==> config.mk <==
export PLATFORM = sky130hd
export DESIGN_NAME = spi_master_tx
export DESIGN_NICKNAME = d
export VERILOG_FILES = /design/src/rtl/spi_master_pkg.sv /design/src/rtl/spi_master_tx.sv
export SDC_FILE = /design/constraint.sdc
export NUM_CORES = 1
export LEC_CHECK = 0
export CAP_MARGIN = 20
export CORE_UTILIZATION = 50
export CTS_CLUSTER_SIZE = 24
export DETAILED_ROUTE_END_ITERATION = 6
export GPL_ROUTABILITY_DRIVEN = 0
export PLACE_DENSITY = 0.75
export SLEW_MARGIN = 20
export SYNTH_ARGS = -nofsm -noshare
export SYNTH_HDL_FRONTEND = slang
export SYNTH_SLANG_ARGS = --single-unit
==> constraint.sdc <==
create_clock -name clk -period 7.62 [get_ports clk]
set_input_delay 1.524 -clock clk [delete_from_list [all_inputs] [get_ports clk]]
set_output_delay 1.524 -clock clk [all_outputs]
set_load 0.05 [all_outputs]
==> src/rtl/spi_master_pkg.sv <==
// Shared types and widths for the SPI master datapath.
// The shift helper honours SPI_MASTER_TX_LSB_FIRST_EN so the bit order lives in one place.
package spi_master_pkg;

    localparam int SPI_WORD_W = 32;
    localparam int SPI_CNT_W  = 16;
    localparam logic [SPI_CNT_W-1:0] SPI_CNT_TRGT_RST = 16'h8;

    typedef enum logic [1:0] {
        TX_IDLE,
        TX_TRANSMIT,
        TX_WAIT_FIFO
    } spi_tx_state_e;

    // One shift step: 4 bits per edge in quad mode, 1 bit otherwise, zero-filled.
    function automatic logic [SPI_WORD_W-1:0] spi_shift(input logic [SPI_WORD_W-1:0] sr,
                                                        input logic quad);
`ifdef SPI_MASTER_TX_LSB_FIRST_EN
        return quad ? (sr >> 4) : (sr >> 1);
`else
        return quad ? (sr << 4) : (sr << 1);
`endif
    endfunction

endpackage

==> src/rtl/spi_master_tx.sv <==
// SPI master transmit shifter: pops 32-bit words and shifts them out on sdo0 or sdo3..sdo0 (SPI_MASTER_TX_LSB_FIRST_EN flips bit order).
// Latency: first bit on sdo the cycle after the IDLE load; each later bit/nibble the cycle after its tx_edge.
// Backpressure: an empty FIFO at a word boundary parks in WAIT_FIFO with clk_en_o low until data_valid returns.
module spi_master_tx
    import spi_master_pkg::*;
(
    input  logic        clk,
    input  logic        rstn,
    input  logic        en,
    input  logic        tx_edge,
    output logic        tx_done,
    output logic        sdo0,
    output logic        sdo1,
    output logic        sdo2,
    output logic        sdo3,
    input  logic        en_quad_in,
    input  logic [15:0] counter_in,
    input  logic        counter_in_upd,
    input  logic [31:0] data,
    input  logic        data_valid,
    output logic        data_ready,
    output logic        clk_en_o
);

    spi_tx_state_e         state;
    logic [SPI_CNT_W-1:0]  counter;
    logic [SPI_CNT_W-1:0]  counter_trgt;
    logic [SPI_CNT_W-1:0]  cnt_last;
    logic [SPI_WORD_W-1:0] sr;
    logic [SPI_WORD_W-1:0] sr_shifted;
    logic                  reg_done;

    assign cnt_last   = counter_trgt - 16'd1;
    assign reg_done   = en_quad_in ? (counter[2:0] == 3'd7) : (counter[4:0] == 5'd31);
    assign sr_shifted = spi_shift(sr, en_quad_in);

`ifdef SPI_MASTER_TX_LSB_FIRST_EN
    assign sdo0 = sr[0];
    assign sdo1 = en_quad_in & sr[1];
    assign sdo2 = en_quad_in & sr[2];
    assign sdo3 = en_quad_in & sr[3];
`else
    assign sdo0 = en_quad_in ? sr[28] : sr[31];
    assign sdo1 = en_quad_in & sr[29];
    assign sdo2 = en_quad_in & sr[30];
    assign sdo3 = en_quad_in & sr[31];
`endif

    // Handshake and clock gating are combinational so a starved boundary gates the clock in the same cycle.
    always_comb begin
        tx_done    = 1'b0;
        data_ready = 1'b0;
        clk_en_o   = 1'b0;
        case (state)
            TX_IDLE: begin
                data_ready = en;
            end
            TX_TRANSMIT: begin
                clk_en_o = 1'b1;
                tx_done  = tx_edge && (counter == cnt_last);
                if (tx_edge && !tx_done && reg_done) begin
                    data_ready = 1'b1;
                    if (!data_valid) begin
                        clk_en_o = 1'b0;
                    end
                end
            end
            TX_WAIT_FIFO: begin
                data_ready = 1'b1;
            end
            default: begin
                data_ready = 1'b0;
            end
        endcase
    end

    // Quad mode counts nibbles, so the target is the bit count divided by four.
    always_ff @(posedge clk or negedge rstn) begin
        if (!rstn) begin
            counter_trgt <= SPI_CNT_TRGT_RST;
        end else if (counter_in_upd) begin
            counter_trgt <= en_quad_in ? {2'b00, counter_in[15:2]} : counter_in;
        end
    end

    always_ff @(posedge clk or negedge rstn) begin
        if (!rstn) begin
            state   <= TX_IDLE;
            counter <= '0;
            sr      <= '0;
        end else begin
            case (state)
                TX_IDLE: begin
                    if (en && data_valid) begin
                        sr      <= data;
                        counter <= '0;
                        state   <= TX_TRANSMIT;
                    end
                end
                TX_TRANSMIT: begin
                    if (tx_edge) begin
                        if (tx_done) begin
                            sr      <= sr_shifted;
                            counter <= '0;
                            state   <= TX_IDLE;
                        end else begin
                            counter <= counter + 16'd1;
                            if (reg_done && data_valid) begin
                                sr <= data;
                            end else begin
                                sr <= sr_shifted;
                                if (reg_done) begin
                                    state <= TX_WAIT_FIFO;
                                end
                            end
                        end
                    end
                end
                TX_WAIT_FIFO: begin
                    if (data_valid) begin
                        sr    <= data;
                        state <= TX_TRANSMIT;
                    end
                end
                default: begin
                    state <= TX_IDLE;
                end
            endcase
        end
    end

endmodule

==> run metrics <==
Clock Sinks 66; # fillers 727; core area 8180 um^2; number of synthesized flops with an enable pin 0; Synth Instances 455; Startpoint Class input port; worst path arrival time 3950 ps; Post-synth top flop dfrtp_1; Pins Over Slew Limit 0; critical path class in2out; FP Rows 33; Hold Path Origin sr[0]$_DFFE_PN0P_; Max Cap Violations 0; PwrDens 274 nW/um^2; YS warnings 0; FF+latch count, synth 66; top-count cell post-synth nor2_1; Mapped Avg Cell Area 9.20 um^2; WP data required 6100 ps; antenna violations before repair 0; share of cells above drive strength 1 0.0534; largest net degree at the start of global routing 67; root buffer cell clkbuf_8; clock transition at the registers of the reported paths 60 ps; Worst setup EP type primary output; internal reg-to-reg setup slack 3890 ps; Clock Path Buffers 2; post-synth top area share 0.389; PostCTS Resize Cnt 0; Iteration-0 DRC Markers 225; Commonest cells post-synth nor2_1, dfrtp_1, mux2i_1, and2_1, a221o_1; routed vias 3580; worst min-delay path class reg2reg; Die Span X 93.5 um; Remaining Overflow, GRT 0; VDD IR max 0.000149 V; GR Util All Layers 0.246; io pins 62; Syn Nets 514; H-tree Lvls 3; multi-input combinational cell area 2360 um^2; synthesized area 4190 um^2; vias in the first global route 3421; Slew HR 0.303; first-pass GRT wire length 16900 um; Slew @ Worst Pin 1040 ps; Port Buf Inserts 61; Pre-Repair DR Iteration Count 7; Worst Hold Slack 569 ps; Design Power 1.37 mW; initial core utilization 0.512; DRC Markers 0; post-DP HPWL 6760 um; status finished clean; Tmin final 5470 ps; Clock Skew 18.9 ps; P&R area growth vs syn 19.3%; crit share post-route 0.718; Post-CTS Setup Repair Bufs 0; CTS tree built; # setup viols final 0; sequential area share after synthesis 0.395; Via density 5.86; Nets 560; Hold Fails Final Rpt 0; RR Endpoint sr[31]$_DFFE_PN0P_; Synth area leaders dfrtp_1, mux2i_1, a221o_1; Synth cell types 51; Die Height 93.5 um; full die area 8740 um^2; Hold Path Stages 2; WL/cell 16.0 um; number of hold buffers added after cts 0; # diodes 0; WL final 9800 um; CTS Buf Count 9; Worst-Skew Late Latency 350 ps; Crit Path Max Fanout 31; area leader, netlist dfrtp_1; TNS Setup 0 ps; async set-or-reset flop fraction in the synthesized netlist 1.00; Crit Reg-Reg Startpoint counter_trgt[0]$_DFFE_PN0P_; Reg2Reg Depth 9; RSZ-0062 raised after global routing false; register area 1650 um^2; leakage power 2.19 nW; antenna viol nets, final 0; WHS Endpoint sr[0]$_DFFE_PN0P_; FMAX 183 MHz
==> sequential cells by signal, indices dropped and copies added, names as in the netlist <==
name / count
counter_trgt: 16
sr: 32
counter: 16
state: 2
==> per-layer routing <==
layer	vias to the layer above	share of wire	GRT usage
li1	1727	-	-
met1	1761	0.49	0.364
met2	82	0.47	0.366
met3	10	0.037	0.0431
met4	0	0.010	0.0744
met5	-	0	0
==> through the flow <==
step                      utilization  std cells  area, um^2  setup WS, ps
after floorplan                     -        455        4190          2940
after global placement          0.588        595        4800          2200
after detailed placement        0.588        595        4800          2140
after CTS                       0.611        611        4990          2140
after global routing            0.611        611        4990          2000
final                           0.611        611        4990          2150
==> worst max-delay path: stages <==
cell and delay (ps):
clkdlybuf4s50_1 540, nand2_1 630, nor2_1 290, o2bb2ai_1 150, clkdlybuf4s50_1 820
==> area by class of cell <==
class                   count  area share
inverters                  12     0.00902
clock buffers              13      0.0298
multi-input cells         349       0.473
flip-flops and latches     66       0.331
clock inverters             3     0.00802
repair buffers             63       0.123
well taps                 105      0.0263
==> where the power goes <==
part	switching, mW	internal [mW]	total (mW)
Clock	0.129	0.160	0.288
Sequential	0.101	0.447	0.549
Combinational	0.281	0.250	0.531
==> layout by cell type, fill, tap and decap left out, types with 2 or more instances in the layout <==
master           instances
o22ai_1                  5
mux2i_1                 44
nor3_1                   8
nor2_1                  70
and4_1                   3
or3_1                    4
nand2_1                 23
clkbuf_8                10
nand3b_1                 5
a31oi_1                  3
xnor2_1                 18
dfrtp_1                 65
nor4_1                   5
and2_1                  34
buf_2                    2
nand3_1                  9
clkbuf_1                 3
nor2b_1                  3
clkdlybuf4s50_1         59
clkinv_2                 2
buf_4                    2
a21oi_1                 23
a211o_1                  2
a221o_1                 28
ha_1                     4
nand4_1                  4
a211oi_1                 5
xor2_1                  11
and3_1                   5
o21ai_0                 12
inv_1                   12
==> cell families (layout without fill, tap and decap cells) <==
family / count (synthesis) / count (layout) / share of synthesized area
flip-flops: 66 / 66 / 0.395
buffers and inverters: 40 / 91 / 0.0415
adder cells (fa/ha/maj): 4 / 4 / 0.0120
AO/OA/AOI/OAI: 89 / 89 / 0.159
multiplexers: 45 / 45 / 0.108
XOR/XNOR: 30 / 30 / 0.0663
AND/OR/NAND/NOR: 181 / 181 / 0.219
==> worst max-delay path by stage <==
stage | startpoint | end | depth (start not counted)
finish | tx_edge | data_ready | 5
global route | tx_edge | data_ready | 5
CTS | tx_edge | data_ready | 5
detailed placement | tx_edge | data_ready | 5
global placement | tx_edge | data_ready | 5
floorplan | en_quad_in | sdo0 | 4
(Power assumes the default switching activity.)
